$ cat src/rtl/wb_pkg.sv
// rtl/wb_pkg.sv - shared types for the register-file write-back arbiter
package wb_pkg;

  localparam int WB_REGBITS = 5;
  localparam int WB_LOGSIZE = 64;

  typedef enum logic [0:0] {
    NORMAL = 1'b0,
    FORCE  = 1'b1
  } wb_state_e;

  typedef enum logic [1:0] {
    G_NONE = 2'd0,
    G_ALU  = 2'd1,
    G_MEM  = 2'd2
  } wb_grant_e;

  typedef struct packed {
    logic [WB_REGBITS-1:0] rd;
    logic [WB_LOGSIZE-1:0] data;
  } wb_req_t;

endpackage

$ cat src/rtl/wb_alu_fifo.sv
// rtl/wb_alu_fifo.sv - small FIFO buffering ALU results awaiting the write port
module wb_alu_fifo
  import wb_pkg::*;
#(
  parameter int DEPTH = 2
) (
  input  logic                     clk,
  input  logic                     rst,
  input  logic                     push,
  input  wb_req_t                  push_req,
  input  logic                     pop,
  output wb_req_t                  head,
  output logic                     full,
  output logic                     empty,
  output logic [$clog2(DEPTH):0]   count
);

  localparam int PW = $clog2(DEPTH);

  wb_req_t         mem [DEPTH];
  logic [PW-1:0]   wr_ptr;
  logic [PW-1:0]   rd_ptr;
  logic            do_push;
  logic            do_pop;

  assign full    = (count == (PW+1)'(DEPTH));
  assign empty   = (count == '0);
  // A full FIFO refuses pushes even when it is popped in the same cycle.
  assign do_push = push && !full;
  assign do_pop  = pop && !empty;
  assign head    = mem[rd_ptr];

  always_ff @(posedge clk) begin
    if (do_push) begin
      mem[wr_ptr] <= push_req;
    end
  end

  always_ff @(posedge clk or negedge rst) begin
    if (!rst) begin
      wr_ptr <= '0;
      rd_ptr <= '0;
      count  <= '0;
    end else begin
      if (do_push) begin
        wr_ptr <= wr_ptr + PW'(1);
      end
      if (do_pop) begin
        rd_ptr <= rd_ptr + PW'(1);
      end
      case ({do_push, do_pop})
        2'b10:   count <= count + (PW+1)'(1);
        2'b01:   count <= count - (PW+1)'(1);
        default: count <= count;
      endcase
    end
  end

endmodule

$ cat src/rtl/wb_arbiter.sv
// rtl/wb_arbiter.sv - register-file write port arbiter: loads first, ALU results
// buffered, with a starvation limit that forces an ALU drain.
module wb_arbiter
  import wb_pkg::*;
#(
  parameter int REGBITS    = WB_REGBITS,
  parameter int LOGSIZE    = WB_LOGSIZE,
  parameter int ALU_DEPTH  = 2,
  parameter int STARVE_MAX = 4
) (
  input  logic                           clk,
  input  logic                           rst,
  input  logic                           alu_valid,
  output logic                           alu_ready,
  input  logic [REGBITS-1:0]             alu_rd,
  input  logic [LOGSIZE-1:0]             alu_data,
  input  logic                           mem_valid,
  output logic                           mem_ready,
  input  logic [REGBITS-1:0]             mem_rd,
  input  logic [LOGSIZE-1:0]             mem_data,
  output logic                           rf_we,
  output logic [REGBITS-1:0]             rf_waddr,
  output logic [LOGSIZE-1:0]             rf_wdata,
  output logic [$clog2(ALU_DEPTH):0]     alu_count
);

  localparam int SW = $clog2(STARVE_MAX + 1);

  wb_state_e  state;
  wb_state_e  state_next;
  logic [SW-1:0] starve_cnt;
  logic [SW-1:0] starve_next;
  wb_grant_e  grant;
  wb_req_t    head;
  wb_req_t    push_req;
  logic       fifo_full;
  logic       fifo_empty;
  logic       push;
  logic       pop;

  assign alu_ready = !fifo_full;
  assign mem_ready = (state == NORMAL);
  assign push      = alu_valid && !fifo_full;
  assign pop       = (grant == G_ALU);
  assign push_req  = '{rd: alu_rd, data: alu_data};

  wb_alu_fifo #(
    .DEPTH (ALU_DEPTH)
  ) u_fifo (
    .clk      (clk),
    .rst      (rst),
    .push     (push),
    .push_req (push_req),
    .pop      (pop),
    .head     (head),
    .full     (fifo_full),
    .empty    (fifo_empty),
    .count    (alu_count)
  );

  always_ff @(posedge clk or negedge rst) begin
    if (!rst) begin
      state      <= NORMAL;
      starve_cnt <= '0;
    end else begin
      state      <= state_next;
      starve_cnt <= starve_next;
    end
  end

  always_comb begin
    grant       = G_NONE;
    state_next  = state;
    starve_next = starve_cnt;
    case (state)
      NORMAL: begin
        if (mem_valid) begin
          grant = G_MEM;
        end else if (!fifo_empty) begin
          grant = G_ALU;
        end
        // Only a load that wins over waiting ALU work counts as a lost cycle.
        if (!fifo_empty && grant == G_MEM) begin
          if (starve_cnt == SW'(STARVE_MAX - 1)) begin
            starve_next = '0;
            state_next  = FORCE;
          end else begin
            starve_next = starve_cnt + SW'(1);
          end
        end else begin
          starve_next = '0;
        end
      end
      FORCE: begin
        grant       = fifo_empty ? G_NONE : G_ALU;
        state_next  = NORMAL;
        starve_next = '0;
      end
      default: begin
        state_next  = NORMAL;
        starve_next = '0;
      end
    endcase
  end

  // x0 writes still consume their grant but never reach the register file.
  always_ff @(posedge clk or negedge rst) begin
    if (!rst) begin
      rf_we    <= 1'b0;
      rf_waddr <= '0;
      rf_wdata <= '0;
    end else begin
      case (grant)
        G_MEM: begin
          rf_we    <= (mem_rd != '0);
          rf_waddr <= mem_rd;
          rf_wdata <= mem_data;
        end
        G_ALU: begin
          rf_we    <= (head.rd != '0);
          rf_waddr <= head.rd;
          rf_wdata <= head.data;
        end
        default: begin
          rf_we <= 1'b0;
        end
      endcase
    end
  end

endmodule
$ cat config.mk
export PLATFORM = sky130hd
export DESIGN_NAME = wb_arbiter
export DESIGN_NICKNAME = d
export VERILOG_FILES = /design/src/rtl/wb_pkg.sv /design/src/rtl/wb_alu_fifo.sv /design/src/rtl/wb_arbiter.sv
export SDC_FILE = /design/constraint.sdc
export NUM_CORES = 1
export LEC_CHECK = 0
export CAP_MARGIN = 20
export CORE_MARGIN = 3
export CORE_UTILIZATION = 45
export DETAILED_ROUTE_END_ITERATION = 8
export GPL_ROUTABILITY_DRIVEN = 0
export GPL_TIMING_DRIVEN = 0
export PLACE_DENSITY = 0.74
export SLEW_MARGIN = 20
export SYNTH_ARGS = -nofsm -noshare
export SYNTH_HDL_FRONTEND = slang
export SYNTH_HIERARCHICAL = 1
export SYNTH_SLANG_ARGS = --single-unit
$ cat constraint.sdc
create_clock -name clk -period 4.82 [get_ports clk]
set_input_delay 0.723 -clock clk [delete_from_list [all_inputs] [get_ports clk]]
set_output_delay 0.723 -clock clk [all_outputs]
set_load 0.02 [all_outputs]
==> results by group <==
Power and ir drop
  • Logic pwr share: 0.382
  • Sw Share: 0.301
  • PD cells: a little under 600 nW/um^2
  • Tot Pwr: about 7.2 mW
  • Clock share of power: 0.236
  • Worst vdd ir: between 0.4 and 0.5 mV
  • Lkg Pwr: about 4.8 nW
  • Part of the power in registers: 0.382
  • Int Pwr: around 5.0 mW
  • Psw: 2.15 mW

Die
  • Core box area: 19500 um^2
  • Die Ht: between 100 and 150 um
  • I/O Pins: ~220
  • Die Area: 21700 um^2
  • Die X-Extent: between 100 and 150 um
  • Initial Util: 0.461
  • FP Rows: 51

CTS
  • Clock slew at reported path FFs: around 50 ps
  • CTS buffer count: 23
  • Clock Tree Buf Depth: 3
  • CTS tree: yes
  • Setup bufs post-CTS: 0
  • CTS H-tree lvls: 1
  • Post-CTS sizing: 0
  • # clock sinks: around 220
  • Cts hold-fix bufs: 0
  • Clock Latency Late Sink: 490 ps
  • Clk root buf: clkbuf_16

Worst hold path
  • Worst min-delay path class: in -> async

Global routing
  • Initial antenna violation count: 0
  • Pin count of the biggest net entering global routing: 42
  • First-pass GRT wire length: roughly 31000 um
  • Vias in the first global route: slightly below 6000
  • GRT Util Overall: 0.182
  • Total grt overflow: 0

Run status
  • Status: finished clean

Drt
  • Drt drc: 0
  • TritonRoute pass-1 iters: 4
  • Final WL: slightly below 20000 um
  • Via Count: about 5400
  • Post-route ant nets: 0
  • Iter 0 DRT Violations: around 330
  • Drt wl/cell: about 18 um
  • Via density: around 5

Synth
  • Syn nets: about 700
  • FF+latch count, synth: between 200 and 250
  • Post-Syn Area: ~9000 um^2
  • Sequential fraction of the synthesis area: 0.678
  • Yosys cell types: 25
  • Yosys Warn Count: 6
  • Syn Inst Count: between 500 and 600
  • Syn avg cell area: 16.2 um^2

Cells and area
  • Commonest non-fill, non-tap cell in the layout: clkdlybuf4s50_1
  • Final core occ: 0.631
  • Fin cells: 1080
  • Ant diodes: 0
  • Final instance area: around 12000 um^2
  • Area delta synth->final: 36.9%
  • Final #Nets: 943
  • Most frequent cells in the layout: clkdlybuf4s50_1, edfxtp_1, dfrtp_1, nand2_1, o21ai_1
  • Layout cells sized above 1: 0.168
  • Fillers: 1482

Timing
  • Period Utilization, post-route: 0.522
  • Final WS setup: 2300 ps
  • Worst-Margin Slew: ~760 ps
  • RSZ-0062 raised after global routing: no
  • Final min period: 2520 ps
  • Clk_skew: 11.2 ps
  • Max Transition Viols Final: 0
  • Slew HR: 0.491
  • Fmax: 0.397 GHz
  • Setup TNS: 0 ps
  • Hold Slack: ~220 ps
  • Setup violations, final: 0
  • Fin. Hold Viols: 0

Placed design
  • Port Buffer Count: 215
  • Cell count after placement: 1039
  • Post-DP HPWL: between 10000 and 15000 um
  • Post-placement setup slack: 1980 ps
  • Placed Area: roughly 12000 um^2

Critical path
  • Worst Path Required: between 4000 and 5000 ps
  • Startpoint Class: flip-flop
  • Worst reg2reg setup slack: ~2600 ps
  • Worst Path Arrival: around 1800 ps
  • Slowest CP cell: clkdlybuf4s50_1
  • Crit path cell chain: nand2b_1, inv_1, inv_1, clkdlybuf4s50_1
  • CP dominant cell by count: inv_1
  • Crit path max-delay family: buffers and inverters
  • Crit Path Class: reg -> out
  • Max incr delay on CP: between 500 and 600 ps
  • Worst Path Max Fanout: 5
  • Endpoint type of the worst setup path: primary output
  • Worst path bufs/invs: 3

Flow run
  • MaxCap Viol Count: 0
[cells by family after synthesis]
group | after synthesis | share of synthesized area
adder cells (fa/ha/maj) | 2 | 0.00278
XOR/XNOR | 5 | 0.00487
AND/OR/NAND/NOR | 88 | 0.0417
flip-flops | 216 | 0.678
multiplexers | 138 | 0.192
buffers and inverters | 35 | 0.0413
AO/OA/AOI/OAI | 71 | 0.0398
[flip-flops by register name, indices dropped and copies added (netlist names)]
signal / flops
rf_wdata: 64
u_fifo/wr_ptr: 1
state: 1
u_fifo/mem: 138
rf_waddr: 5
rf_we: 1
u_fifo/rd_ptr: 1
starve_cnt: 3
u_fifo/count: 2
[cell usage after synthesis]
master,instances,area [um^2]
dfrtp_1,78,1950
nand2_1,71,267
buf_4,1,7.51
xor2_1,2,17.5
xnor2_1,3,26.3
or4_1,2,15.0
o31ai_1,1,7.51
clkbuf_1,6,22.5
ha_1,2,25.0
nor2b_1,1,6.26
mux2_4,69,1040
edfxtp_1,138,4140
nor2b_2,2,17.5
buf_2,2,10.0
nor3_1,1,5.00
buf_6,16,180
and3_1,1,6.26
mux2i_1,69,691
buf_12,7,140
nor2_1,5,18.8
nand2b_1,2,12.5
nor4b_1,2,17.5
o21ai_1,70,350
and4b_1,1,10.0
inv_1,3,11.3
[final cells by class]
type	instances	area, um^2	area share
Buffer	32	360	0.0293
Clock buffer	35	691	0.0561
Clock inverter	6	51.3	0.00417
Inverter	3	11.3	0.000915
Multi-Input combinational cell	304	2540	0.206
Sequential cell	216	6100	0.495
Tap cell	265	332	0.0269
Timing Repair Buffer	219	2230	0.181
[power by group through the flow]
stage	logic (mW)	clock network (mW)	registers, mW
4_1_cts	2.77	1.74	2.74
2_1_floorplan	1.57	0	2.99
3_5_place_dp	2.76	0	2.77
3_3_place_gp	2.65	0	2.78
6_report	2.73	1.69	2.73
5_1_grt	2.91	1.82	2.78
[worst paths after layout]
path / startpoint / end / depth (start not counted)
max: u_fifo/count[0] / alu_ready / 4
min: rst / rf_wdata[27] / 1
max reg2reg: u_fifo/count[0] / u_fifo/mem[0][22] / 6
min reg2reg: starve_cnt[0] / starve_cnt[0] / 1
max in group asynchronous: rst / rf_wdata[58] / 2
min in group clk: starve_cnt[0] / starve_cnt[0] / 1
[worst reg2reg max path, delay by kind of cell, from the launching register on]
kind	cells	cell delay, ps
buffers and inverters	2	350
flip-flops	1	430
AND/OR/NAND/NOR	4	1100
[per-layer routing]
| metal | up-vias | share of wire | wire (um) | global-route usage |
|---|---|---|---|---|
| met1 | 2628 | 0.40 | 7990 | 0.230 |
| li1 | 2519 | - | - | - |
| met4 | 0 | 0.021 | 423 | 0.0513 |
| met2 | 202 | 0.51 | 10000 | 0.314 |
| met5 | - | 0 | 0 | 0 |
| met3 | 32 | 0.070 | 1390 | 0.0460 |
Power figures use the tool's default switching activity.
